`config.mk`:
```
export PLATFORM = sky130hd
export DESIGN_NAME = bram_sample_writer_flat
export DESIGN_NICKNAME = d
export VERILOG_FILES = /design/src/rtl/bram_pkg.sv /design/src/rtl/bram_sample_writer_if.sv /design/src/rtl/wrap_counter.sv /design/src/rtl/bram_sample_writer.sv /design/src/flat_wrapper.sv
export SDC_FILE = /design/constraint.sdc
export NUM_CORES = 1
export LEC_CHECK = 0
export BUFFER_PORTS_ARGS = -buffer_cell sky130_fd_sc_hd__buf_2
export CAP_MARGIN = 20
export CORE_UTILIZATION = 28
export CTS_BUF_LIST = sky130_fd_sc_hd__clkbuf_8
export CTS_CLUSTER_DIAMETER = 100
export DETAILED_ROUTE_END_ITERATION = 10
export GPL_TIMING_DRIVEN = 0
export PLACE_DENSITY = 0.55
export SLEW_MARGIN = 20
export SYNTH_ARGS = -nofsm -noshare
export SYNTH_HDL_FRONTEND = slang
export SYNTH_SLANG_ARGS = --single-unit
```
`constraint.sdc`:
```
create_clock -name i_clkwr -period 1.6 [get_ports i_clkwr]
set_input_delay 0.24 -clock i_clkwr [delete_from_list [all_inputs] [get_ports i_clkwr]]
set_output_delay 0.24 -clock i_clkwr [all_outputs]
set_load 0.01 [all_outputs]
```
`src/rtl/bram_pkg.sv`:
```
// Shared definitions for the sample-BRAM write controller.
// Contents: FSM state encoding, fill-mode constants, default geometry.
package bram_pkg;

  typedef enum logic [1:0] {
    IDLE = 2'd0,
    FILL = 2'd1,
    DONE = 2'd2
  } state_t;

  localparam logic MODE_SINGLE = 1'b0;
  localparam logic MODE_CIRC   = 1'b1;

  localparam int DEFAULT_WIDTH = 8;
  localparam int DEFAULT_DEPTH = 16;

endpackage

```
`src/rtl/bram_sample_writer_if.sv`:
```
// Sample stream handshake between the upstream source and the BRAM writer.
// Signals: valid (source -> writer), data (source -> writer),
//          ready (writer -> source, registered in the writer).
// Modports: master = upstream source, slave = bram_sample_writer.
interface bram_sample_writer_if
  import bram_pkg::*;
#(
  parameter int WIDTH = DEFAULT_WIDTH
) ();

  logic             valid;
  logic [WIDTH-1:0] data;
  logic             ready;

  modport master (output valid, output data, input ready);
  modport slave  (input valid, input data, output ready);

endinterface

```
`src/rtl/wrap_counter.sv`:
```
// Modulus-DEPTH address counter for the BRAM write port.
// Ports: clk, rst (async, active-high), clr (sync clear to 0, wins over en),
//        en (advance by one), count (current address),
//        wrap (combinational: en while count is at DEPTH-1, i.e. this
//        advance rolls the counter back to 0).
// DEPTH need not be a power of two, so the rollover is an explicit compare.
module wrap_counter #(
  parameter int DEPTH = 16,
  parameter int LEN   = $clog2(DEPTH)
) (
  input  logic           clk,
  input  logic           rst,
  input  logic           clr,
  input  logic           en,
  output logic [LEN-1:0] count,
  output logic           wrap
);

  localparam logic [LEN-1:0] LAST = LEN'(DEPTH - 1);

  assign wrap = en && (count == LAST);

  always_ff @(posedge clk or posedge rst) begin
    if (rst) begin
      count <= '0;
    end else if (clr) begin
      count <= '0;
    end else if (en) begin
      count <= wrap ? '0 : count + 1'b1;
    end
  end

endmodule

```
`src/rtl/bram_sample_writer.sv`:
```
// Write-side controller for the sample-signal block RAM.
// Accepts samples over a valid/ready stream and writes them to sequential
// BRAM addresses, either as a single DEPTH-word fill or as a circular
// delay-line ring that runs until stopped.
// Ports:
//   i_clkwr, i_rst        write clock, async active-high reset
//   smp (slave)           sample stream: valid, data in; ready out (registered)
//   i_start, i_mode       start pulse (IDLE only), mode 0 single / 1 circular
//   i_stop                early end / end of circular run (FILL only)
//   o_wren/o_wraddr/o_datain  registered BRAM write port, one cycle after accept
//   o_busy, o_done        in FILL; one-cycle completion pulse
//   o_full, o_count       all DEPTH words written; accepted words (saturating)
//   o_chksum              running sum of accepted data when WRITER_CHKSUM_EN
//                         is defined, otherwise constant 0
//
// State | meaning
// IDLE  | waiting for i_start; stream not ready
// FILL  | accepting samples and writing them to the BRAM
// DONE  | one-cycle o_done pulse, then back to IDLE
module bram_sample_writer
  import bram_pkg::*;
#(
  parameter  int WIDTH = DEFAULT_WIDTH,
  parameter  int DEPTH = DEFAULT_DEPTH,
  localparam int LEN   = $clog2(DEPTH)
) (
  input  logic                 i_clkwr,
  input  logic                 i_rst,
  bram_sample_writer_if.slave  smp,
  input  logic                 i_start,
  input  logic                 i_mode,
  input  logic                 i_stop,
  output logic                 o_wren,
  output logic [LEN-1:0]       o_wraddr,
  output logic [WIDTH-1:0]     o_datain,
  output logic                 o_busy,
  output logic                 o_done,
  output logic                 o_full,
  output logic [LEN:0]         o_count,
  output logic [WIDTH-1:0]     o_chksum
);

  localparam logic [LEN:0] CNT_MAX = (LEN+1)'(DEPTH);

  state_t         state_q, state_d;
  logic           mode_q;
  logic           ready_q;
  logic           accept;
  logic           start_go;
  logic           wrap;
  logic [LEN-1:0] addr;

  assign smp.ready = ready_q;
  // ready_q is only ever high while in FILL, so accept implies FILL.
  assign accept    = smp.valid && ready_q;
  assign start_go  = (state_q == IDLE) && i_start;

  wrap_counter #(.DEPTH(DEPTH), .LEN(LEN)) u_addr (
    .clk   (i_clkwr),
    .rst   (i_rst),
    .clr   (start_go),
    .en    (accept),
    .count (addr),
    .wrap  (wrap)
  );

  always_ff @(posedge i_clkwr or posedge i_rst) begin
    if (i_rst) begin
      state_q <= IDLE;
    end else begin
      state_q <= state_d;
    end
  end

  // Addresses start at 0, so the first wrap is exactly the DEPTH-th accept.
  always_comb begin
    state_d = state_q;
    case (state_q)
      IDLE: if (i_start) state_d = FILL;
      FILL: if (i_stop || (accept && wrap && (mode_q == MODE_SINGLE))) state_d = DONE;
      DONE: state_d = IDLE;
      default: state_d = IDLE;
    endcase
  end

  // Status outputs follow the next state so they line up with the state itself.
  always_ff @(posedge i_clkwr or posedge i_rst) begin
    if (i_rst) begin
      ready_q  <= 1'b0;
      o_busy   <= 1'b0;
      o_done   <= 1'b0;
      o_wren   <= 1'b0;
      o_wraddr <= '0;
      o_datain <= '0;
      o_full   <= 1'b0;
      o_count  <= '0;
      mode_q   <= MODE_SINGLE;
    end else begin
      ready_q <= (state_d == FILL);
      o_busy  <= (state_d == FILL);
      o_done  <= (state_d == DONE);
      o_wren  <= accept;
      if (accept) begin
        o_wraddr <= addr;
        o_datain <= smp.data;
      end
      if (start_go) begin
        mode_q  <= i_mode;
        o_full  <= 1'b0;
        o_count <= '0;
      end else if (accept) begin
        if (wrap) o_full <= 1'b1;
        if (o_count != CNT_MAX) o_count <= o_count + 1'b1;
      end
    end
  end

`ifdef WRITER_CHKSUM_EN
  always_ff @(posedge i_clkwr or posedge i_rst) begin
    if (i_rst) begin
      o_chksum <= '0;
    end else if (start_go) begin
      o_chksum <= '0;
    end else if (accept) begin
      o_chksum <= o_chksum + smp.data;
    end
  end
`else
  assign o_chksum = '0;
`endif

endmodule

```
`src/flat_wrapper.sv`:
```
// flat-port wrapper written by rule: the top's interface ports become plain ports
module bram_sample_writer_flat import bram_pkg::*;
#(
  parameter  int WIDTH = DEFAULT_WIDTH,
  parameter  int DEPTH = DEFAULT_DEPTH,
  localparam int LEN   = $clog2(DEPTH)
)
  (i_clkwr, i_rst, i_start, i_mode, i_stop, o_wren, o_wraddr, o_datain, o_busy, o_done, o_full, o_count, o_chksum, smp_valid, smp_data, smp_ready);
  bram_sample_writer_if #(.WIDTH(WIDTH)) smp_i ();
  input  logic i_clkwr;
  input  logic i_rst;
  input  logic i_start;
  input  logic i_mode;
  input  logic i_stop;
  output logic o_wren;
  output logic [LEN-1:0] o_wraddr;
  output logic [WIDTH-1:0] o_datain;
  output logic o_busy;
  output logic o_done;
  output logic o_full;
  output logic [LEN:0] o_count;
  output logic [WIDTH-1:0] o_chksum;
  input wire logic [$bits(smp_i.valid)-1:0] smp_valid;
  input wire logic [$bits(smp_i.data)-1:0] smp_data;
  output wire logic [$bits(smp_i.ready)-1:0] smp_ready;
  assign smp_i.valid = smp_valid;
  assign smp_i.data = smp_data;
  assign smp_ready = smp_i.ready;
  bram_sample_writer #(.WIDTH(WIDTH), .DEPTH(DEPTH)) u_core (.i_clkwr(i_clkwr), .i_rst(i_rst), .smp(smp_i), .i_start(i_start), .i_mode(i_mode), .i_stop(i_stop), .o_wren(o_wren), .o_wraddr(o_wraddr), .o_datain(o_datain), .o_busy(o_busy), .o_done(o_done), .o_full(o_full), .o_count(o_count), .o_chksum(o_chksum));
endmodule
```
==> metrics <==
Post-CTS Setup Inserts=0; initial DRC count=21; Syn Inst Count=108; RSZ-0062 raised after global routing=no; critical path cell sequence=inv_1 -> ha_1 -> nor4bb_2 -> or4_1 -> a21oi_1; CTS sink count=28; final worst path period need=1.48 ns; Vias/cell=4.54; maxcap violations=0; Buffers on Ports=35; Worst-path clk slew=0.09 ns; WL final=2.42 mm; Synth Area in Compound Gates=10.2%; antenna violations before repair=0; Crit path required time=1.80 ns; sequential element share of the synthesized area=55.5%; slowest cell on the critical path=dfrtp_1; IO Count=44; share of cells above drive strength 1=43.8%; Die Area=4780 µm²; die span in y=69.1 µm; first-pass GRT wire length=4.13 mm; Worst Hold Class=primary input to asynchronous set/reset pin; Residual DRC=0; Initial Utilization=29.0%; largest family of logic cells by synthesized area=multiplexers; P_leak=0.801 nW; post-synthesis cell type count=26; clock tree root buffer cell=clkbuf_8; Tcrit/Tclk final=92.3%; Syn-to-layout area delta=24.8%; worst path bufs/invs=1; H-tree levels=1; total global routing overflow=0; total power=0.00223 W; pwr dens=1420 nW/µm²; CTS Hold Bufs=0; R2R Path Start=u_core.o_count[0]; hpwl dp=1.88 mm; Hold Vio Cnt, Final=0; FILL cells=443; Inserted Clock Buffers=3; Worst Setup End Kind=flop; flop and latch count out of synthesis=28; Max Slew Vio Count=0; drt first pass iters=4; xor/xnor cell area share of the yosys netlist=0.694%; CTS tree=done; largest net degree at the start of global routing=29; Synth Warn #=0; ant diodes=0; class of the most critical setup path=flop to flop; Critical Path Source Type=flop; Final nets=172; Avg WL per Cell=11.8 µm; clk_lat worst skew=0.27 ns; maximum clock rate=677 MHz; Peak VDD IR=527 µV; status=completed; number of global-route vias before repair=922; Simple-Gate Fraction of Synth Area=10.1%; placer congestion estimate=0.706; setup TNS=0 ns; Core Rows=24; Setup violations, final=0; Post-Synthesis Cell Area=1260 µm²; Post-Synth Adder-Cell Area=2.97%; Die Wd=69.1 µm; CP delay by family, top=simple AND/OR/NAND/NOR gates; CP max stage delay=0.42 ns; via count=930; worst slew pin tran=0.576 ns; crit-path max FO=6; Gates resized, CTS repair=0; overall routing resource usage=10.7%; critical path data arrival time=1.68 ns; fraction of synthesized area in multiplexers=11.6%; Post-Syn Area per Cell=11.7 µm²; Longest Clk Path Bufs=2; R2R cell count=5; Fin Clk Skew=0.00272 ns; RR Endpoint=u_core.o_count[2]; Core Box Area=4350 µm²; minimum setup slack among reg-to-reg paths=0.12 ns; post-route ant nets=0; Worst slew margin=61.5%
routing by layer:
metal	track usage (%)	routed length (µm)	part of all wire, %
met5	0	0	0
met3	3.22	183	7.5
met2	17.6	1170	48
met4	4.99	38	1.6
met1	12.8	1030	43
state kept, by name, indices dropped and copies added, names as in the netlist, 2 cells and up:
register and count:
u_core.u_addr.count 4, u_core.state_q 2, u_core.o_count 5, u_core.o_wraddr 4, u_core.o_datain 8
stage by stage:
| stage | cells | util [%] | hold WS, ns | setup WS (ns) | instance area, µm² |
|---|---|---|---|---|---|
| finish | 205 | 36.2 | 0.0186 | 0.123 | 1580 |
| global route | 205 | 36.2 | 0.0559 | 0.00403 | 1580 |
| CTS | 205 | 36.1 | 0.190 | 0.0789 | 1570 |
| detailed placement | 202 | 35.1 | 0.475 | 0.0990 | 1530 |
| global placement | 202 | 35.1 | 0.470 | 0.170 | 1530 |
| floorplan | 115 | - | 0.305 | 0.167 | 1290 |
cell usage after synthesis:
library cell	instances	area share (%)
nand2_1	7	2.1
nand3_1	4	1.6
nand3b_1	1	0.59
inv_1	7	2.1
nand2_2	1	0.50
buf_2	3	1.2
dfrtp_1	28	56
xor2_1	1	0.69
or4_1	1	0.59
nor3_1	1	0.40
o21a_1	1	0.59
conb_1	1	0.30
a311o_1	1	0.79
mux2_2	13	12
o41ai_1	2	1.4
ha_1	3	3.0
and3_1	1	0.50
a31oi_1	1	0.50
or3_1	4	2.0
o211a_1	2	1.6
nor2_1	2	0.59
buf_4	9	5.4
o211ai_1	1	0.59
o21ai_0	5	2.0
a21oi_1	7	2.8
nor4bb_2	1	1.3
where the power goes:
part / internal, W / switching [W]
clock: 0.000169 / 0.000201
combinational: 0.000382 / 0.000366
sequential: 0.000941 / 0.000173
cell usage in the layout (no fill, tap or decap):
master	Yosys	routed
a21oi_1	7	7
mux2_2	13	13
xor2_1	1	1
nand2_2	1	1
o21a_1	1	1
or3_1	4	4
nand3_1	4	4
nor3_2	0	1
a311o_1	1	1
a31oi_1	1	1
nand2_1	7	7
buf_2	3	38
o211ai_1	1	1
buf_4	9	9
conb_1	1	8
and3_1	1	1
dfrtp_1	28	28
nor2_1	2	2
o211a_1	2	2
o41ai_1	2	2
inv_1	7	6
ha_1	3	3
inv_2	0	1
nand3b_1	1	1
nor4bb_2	1	1
o21ai_0	5	5
clkbuf_8	0	3
or4_1	1	1
cell type report:
| class | instances | area (µm²) | share of cell area [%] |
|---|---|---|---|
| buffer | 12 | 82.6 | 5.24 |
| clock buffer | 3 | 41.3 | 2.62 |
| inverter | 7 | 26.3 | 1.67 |
| multi-input combinational | 68 | 484 | 30.7 |
| sequential | 28 | 701 | 44.5 |
| tap | 52 | 65.1 | 4.13 |
| timing repair buffer | 35 | 175 | 11.1 |
cell families after synthesis:
kind of cell / Yosys count
AO/OA/AOI/OAI: 20
XOR/XNOR: 1
adder cells (fa/ha/maj): 3
buffers and inverters: 19
flip-flops: 28
multiplexers: 13
other: 1
AND/OR/NAND/NOR: 23
worst reg2reg max path: stages (launching register included):
cell	delay (ns)
dfrtp_1	0.42
inv_1	0.07
ha_1	0.18
nor4bb_2	0.19
or4_1	0.40
a21oi_1	0.15
how the worst max path moves through the flow:
| stage | startpoint | endpoint | slack (ns) | cells past startpoint |
|---|---|---|---|---|
| floorplan | u_core.o_count[0] | u_core.o_count[2] | 0.17 | 5 |
| global placement | u_core.o_count[0] | u_core.o_count[2] | 0.17 | 5 |
| detailed placement | u_core.u_addr.count[0] | u_core.o_busy | 0.1 | 4 |
| CTS | u_core.u_addr.count[0] | u_core.o_busy | 0.08 | 4 |
| global route | u_core.o_count[0] | u_core.o_count[1] | 0.004 | 5 |
| finish | u_core.o_count[0] | u_core.o_count[2] | 0.12 | 5 |
(Power assumes the default switching activity.)
